===== config.mk =====
export PLATFORM = sky130hd
export DESIGN_NAME = key_conditioner
export DESIGN_NICKNAME = d
export VERILOG_FILES = /design/src/rtl/key_cond_pkg.sv /design/src/rtl/key_debounce_ch.sv /design/src/rtl/key_conditioner.sv
export SDC_FILE = /design/constraint.sdc
export NUM_CORES = 1
export LEC_CHECK = 0
export BUFFER_PORTS_ARGS = -buffer_cell sky130_fd_sc_hd__buf_2
export CAP_MARGIN = 15
export CELL_PAD_IN_SITES_DETAIL_PLACEMENT = 0
export CELL_PAD_IN_SITES_GLOBAL_PLACEMENT = 1
export CORE_MARGIN = 5
export CORE_UTILIZATION = 44
export DETAILED_ROUTE_END_ITERATION = 6
export PLACE_DENSITY_LB_ADDON = 0.1
export SKIP_LAST_GASP = 1
export SLEW_MARGIN = 20
export SYNTH_ARGS = -nofsm -noshare
export SYNTH_HDL_FRONTEND = slang
export SYNTH_SLANG_ARGS = --single-unit

===== constraint.sdc =====
create_clock -name CLOCK_50 -period 1.9 [get_ports CLOCK_50]
set_clock_uncertainty 0.15 [all_clocks]
set_input_delay 0.19 -clock CLOCK_50 [delete_from_list [all_inputs] [get_ports CLOCK_50]]
set_output_delay 0.19 -clock CLOCK_50 [all_outputs]
set_load 0.02 [all_outputs]

===== src/rtl/key_cond_pkg.sv =====
// key_cond_pkg: shared types and constants for the pushbutton conditioner
package key_cond_pkg;

    typedef enum logic [1:0] {IDLE, DELAY, REPEAT} rpt_state_t;

    localparam int DEB_SIM   = 4;
    localparam int DEB_BOARD = 16;

    function automatic int cnt_w(input int n);
        return (n > 2) ? $clog2(n) : 1;
    endfunction

endpackage


===== src/rtl/key_debounce_ch.sv =====
// key_debounce_ch: one pushbutton channel - sync, debounce, edge strobes, optional auto-repeat
//   clk, resetn (async active-low) | key: raw active-low button
//   key_down: debounced level | key_press/key_release: one-cycle edge strobes
//   key_repeat: auto-repeat strobe, only with KEY_CONDITIONER_AUTO_REPEAT_EN, else 0
module key_debounce_ch
    import key_cond_pkg::*;
#(
    parameter int DEBOUNCE_CYCLES = DEB_BOARD,
    parameter int REPEAT_DELAY    = 8,
    parameter int REPEAT_PERIOD   = 3
) (
    input  logic clk,
    input  logic resetn,
    input  logic key,
    output logic key_down,
    output logic key_press,
    output logic key_release,
    output logic key_repeat
);
    localparam int DW = cnt_w(DEBOUNCE_CYCLES);
    localparam logic [DW-1:0] DMAX = DW'(DEBOUNCE_CYCLES - 1);
    logic s1, s2, flip;
    logic [DW-1:0] cnt;
    // stable raw level is ~key_down, so a differing sample means s2 == key_down
    assign flip = (s2 == key_down) && (cnt == DMAX);
    always_ff @(posedge clk or negedge resetn) begin
        if (!resetn) begin
            s1          <= 1'b1;
            s2          <= 1'b1;
            cnt         <= '0;
            key_down    <= 1'b0;
            key_press   <= 1'b0;
            key_release <= 1'b0;
        end else begin
            s1          <= key;
            s2          <= s1;
            cnt         <= (s2 != key_down || flip) ? '0 : cnt + 1'b1;
            key_down    <= key_down ^ flip;
            key_press   <= flip & ~key_down;
            key_release <= flip & key_down;
        end
    end
`ifdef KEY_CONDITIONER_AUTO_REPEAT_EN
    localparam int RMAX = (REPEAT_DELAY > REPEAT_PERIOD) ? REPEAT_DELAY : REPEAT_PERIOD;
    localparam int RW = cnt_w(RMAX);
    localparam logic [RW-1:0] RD_MAX = RW'(REPEAT_DELAY - 1);
    localparam logic [RW-1:0] RP_MAX = RW'(REPEAT_PERIOD - 1);
    rpt_state_t state, state_n;
    logic [RW-1:0] rcnt, rcnt_n;
    logic hit;
    always_ff @(posedge clk or negedge resetn) begin
        if (!resetn) begin
            state <= IDLE;
            rcnt  <= '0;
        end else begin
            state <= state_n;
            rcnt  <= rcnt_n;
        end
    end
    // gating with key_down lets a release suppress a coincident repeat
    always_comb begin
        state_n    = state;
        rcnt_n     = rcnt + 1'b1;
        hit        = (state == DELAY && rcnt == RD_MAX) || (state == REPEAT && rcnt == RP_MAX);
        key_repeat = key_down & hit;
        if (!key_down) begin
            state_n = IDLE;
            rcnt_n  = '0;
        end else if (state == IDLE) begin
            state_n = key_press ? DELAY : IDLE;
            rcnt_n  = '0;
        end else if (hit) begin
            state_n = REPEAT;
            rcnt_n  = '0;
        end
    end
`else
    logic unused_rpt;
    assign unused_rpt = (REPEAT_DELAY + REPEAT_PERIOD) > 0;
    assign key_repeat = 1'b0;
`endif
endmodule


===== src/rtl/key_conditioner.sv =====
// key_conditioner: synchronise, debounce and edge-detect the active-low pushbuttons
//   CLOCK_50, resetn (async active-low) | KEY[N_KEYS]: raw buttons, 0 = pressed
//   key_down: debounced level | key_press/key_release: one-cycle strobes
//   key_repeat: auto-repeat strobes when KEY_CONDITIONER_AUTO_REPEAT_EN is defined, else 0
module key_conditioner
    import key_cond_pkg::*;
#(
    parameter int N_KEYS          = 4,
    parameter int DEBOUNCE_CYCLES = DEB_BOARD,
    parameter int REPEAT_DELAY    = 8,
    parameter int REPEAT_PERIOD   = 3
) (
    input  logic              CLOCK_50,
    input  logic              resetn,
    input  logic [N_KEYS-1:0] KEY,
    output logic [N_KEYS-1:0] key_down,
    output logic [N_KEYS-1:0] key_press,
    output logic [N_KEYS-1:0] key_release,
    output logic [N_KEYS-1:0] key_repeat
);
    genvar i;
    generate
        for (i = 0; i < N_KEYS; i++) begin : g_ch
            key_debounce_ch #(
                .DEBOUNCE_CYCLES(DEBOUNCE_CYCLES),
                .REPEAT_DELAY   (REPEAT_DELAY),
                .REPEAT_PERIOD  (REPEAT_PERIOD)
            ) u_ch (
                .clk        (CLOCK_50),
                .resetn     (resetn),
                .key        (KEY[i]),
                .key_down   (key_down[i]),
                .key_press  (key_press[i]),
                .key_release(key_release[i]),
                .key_repeat (key_repeat[i])
            );
        end
    endgenerate
endmodule

==> flow_metrics.py <==
metrics = {
    "grt": {
        "grt_pass1_vias": 845,
        "grt_pass1_wl_mm": 3.35,
        "grt_usage": 0.0969,
        "antenna_found_initial": 0,
        "grt_max_degree": 37,
        "grt_overflow": 0,
    },
    "cells_and_area": {
        "n_fill_cell": 321,
        "syn_to_final_growth_pct": 10.6,
        "num_antenna_cells": 0,
        "layout_commonest_cell": "dfrtp_1",
        "nets": 156,
        "final_core_util": 0.499,
        "mostFrequentLayoutCells": "dfrtp_1 (28), nor2_1 (20), buf_2 (17), inv_1 (12), ha_1 (12)",
        "drive_above_1_share": 0.266,
    },
    "power_and_ir_drop": {
        "leakage_uw": 0.000924,
        "finalPower_uw": 1340,
        "peakVddDrop_mv": 0.413,
        "p_per_area_nw_per_um2": 807,
    },
    "sta": {
        "fin_crit_sh": 0.769,
        "fmax_ghz": 0.684,
        "grt_setup_unrepaired": "false",
        "hold_slack_ns": 0.200,
        "tns_ns": 0,
        "finalSetupViolCount": 0,
        "setup_ws_ns": 0.438,
        "hold_viol": 0,
        "drv_slew": 0,
        "min_period_ns": 1.46,
    },
    "worst_setup_path": {
        "reg2reg_to": "g_ch[1].u_ch.key_down",
        "r2r-start": "g_ch[1].u_ch.s2",
        "critPathArrivalTime_ns": 1.53,
        "critPathKind": "reg -> reg",
        "r2r_slack_ns": 0.44,
        "crit_required_ns": 1.97,
        "reg2regPathDepth": 4,
        "crit_fanout": 3,
        "crit_path_end_kind": "register",
        "setup.worst_path.start": "g_ch[1].u_ch.s2",
        "startpoint_type": "register",
    },
    "cts": {
        "numCtsBuffers": 5,
        "cts.sinks": 36,
        "cts_setup_buffers": 0,
        "clk_pin_slew_ns": 0.10,
        "cts_root_buffer": "clkbuf_4",
        "cts_htree_levels": 2,
        "clock_latency_ns": 0.31,
        "clockBufferDepth": 2,
        "cts_tree": "yes",
    },
    "drt": {
        "first_iter_violations": 30,
        "drtAntennaViolNets": 0,
        "routed-via-count": 761,
        "drt-wirelength-per-cell_um": 9.31,
        "via_per_inst": 4.11,
        "firstDrtPassIters": 2,
        "wl_mm": 1.72,
        "drc": 0,
    },
    "synth": {
        "seq_area_frac_synth": 0.605,
        "synth-seq-cells": 36,
        "synthTopCellsByArea": "dfrtp_1 (47%), dfstp_2 (14%), ha_1 (10%), buf_4 (8.0%), nor2_1 (5.0%)",
        "synthCells": 121,
        "yosysTopAreaCell": "dfrtp_1",
        "syn_area_sq_um": 1510,
        "syn_area_per_cell_sq_um": 12.4,
        "ys_types": 11,
        "synth_top_area_frac": 0.466,
        "yosysWarningCount": 0,
    },
    "min_path": {
        "min_to": "g_ch[0].u_ch.s2",
        "hold_path_depth": 0,
        "hold_start": "g_ch[0].u_ch.s1",
        "hold_path.class": "reg -> reg",
    },
    "die": {
        "start_util": 0.451,
        "dieArea_sq_um": 4690,
        "dieHeight_um": 68.5,
        "io_pins": 22,
        "rows": 21,
        "core-area_sq_um": 3340,
        "die_w_um": 68.5,
    },
    "place": {
        "dpl.hpwl_mm": 1.24,
        "place.gp.congestion": 0.688,
        "place_ws_ns": 0.461,
        "port_buffers": 17,
    },
    "status": {
        "outcome": "completed",
    },
    "run": {
        "cap_violations": 0,
    },
}
-- routing by layer --
metal,vias to the layer above,share of wire,GRT usage
li1,381,-,-
met1,361,0.47,0.105
met2,17,0.46,0.163
met3,2,0.063,0.0389
met4,0,0.0064,0.0471
met5,-,0,0
-- stage by stage --
step           instances  instance area [sq um]
6_report             185                   1670
5_1_grt              185                   1670
2_1_floorplan        124                   1520
3_5_place_dp         172                   1550
4_1_cts              185                   1670
3_3_place_gp         172                   1550
-- flip-flops by register name (all words and copies together) (netlist names) --
name and cells:
g_ch.u_ch.s2 4, g_ch.u_ch.s1 4, g_ch.u_ch.cnt 16, g_ch.u_ch.key_release 4
g_ch.u_ch.key_press 4, g_ch.u_ch.key_down 4
-- cells in the mapped netlist, drive strengths merged --
| library cell | count |
|---|---|
| dfrtp | 28 |
| ha | 12 |
| buf | 16 |
| dfstp | 8 |
| xor2 | 8 |
| conb | 1 |
| xnor2 | 4 |
| inv | 12 |
| nor2 | 20 |
| nand3 | 8 |
| nand2b | 4 |
-- critical path, stage by stage (launching register included) --
cell	delay (ns)
dfstp_2	0.54
xor2_1	0.26
nor2_1	0.11
ha_1	0.28
inv_1	0.03
-- what timing repair did --
action                                 CTS  global route
endpoints found under the hold margin   32             0
gates resized for setup                  0             0
hold buffers                             5             0
-- cell type report --
class	instances	area (sq um)	area share
repair buffers	23	143	0.0856
inverters	12	45.0	0.0270
clock buffers	8	68.8	0.0413
well taps	46	57.6	0.0346
flip-flops and latches	36	911	0.547
multi-input cells	60	440	0.264
-- cells by family (layout without fill, tap and decap cells) --
family | count (synthesis) | count (layout) | share of synthesized area
xor+xnor | 12 | 12 | 0.0698
flops | 36 | 36 | 0.605
fa+ha+maj | 12 | 12 | 0.0997
other cells | 1 | 4 | 0.00249
simple gates | 32 | 32 | 0.113
buf+inv | 28 | 43 | 0.110
-- power breakdown --
part	internal, uW	switching [uW]
Sequential	802	17.5
Clock	218	221
Combinational	38.4	46.9
-- how the worst max path moves through the flow --
stage | end | slack, ns | cells after the start
final | g_ch[1].u_ch.key_down | 0.44 | 4
after floorplan | g_ch[3].u_ch.key_down | 0.54 | 5
after CTS | g_ch[1].u_ch.key_down | 0.44 | 4
after global placement | g_ch[3].u_ch.key_down | 0.48 | 4
after global routing | g_ch[3].u_ch.key_down | 0.35 | 5
after detailed placement | g_ch[2].u_ch.key_down | 0.46 | 4
(Power assumes the default switching activity.)
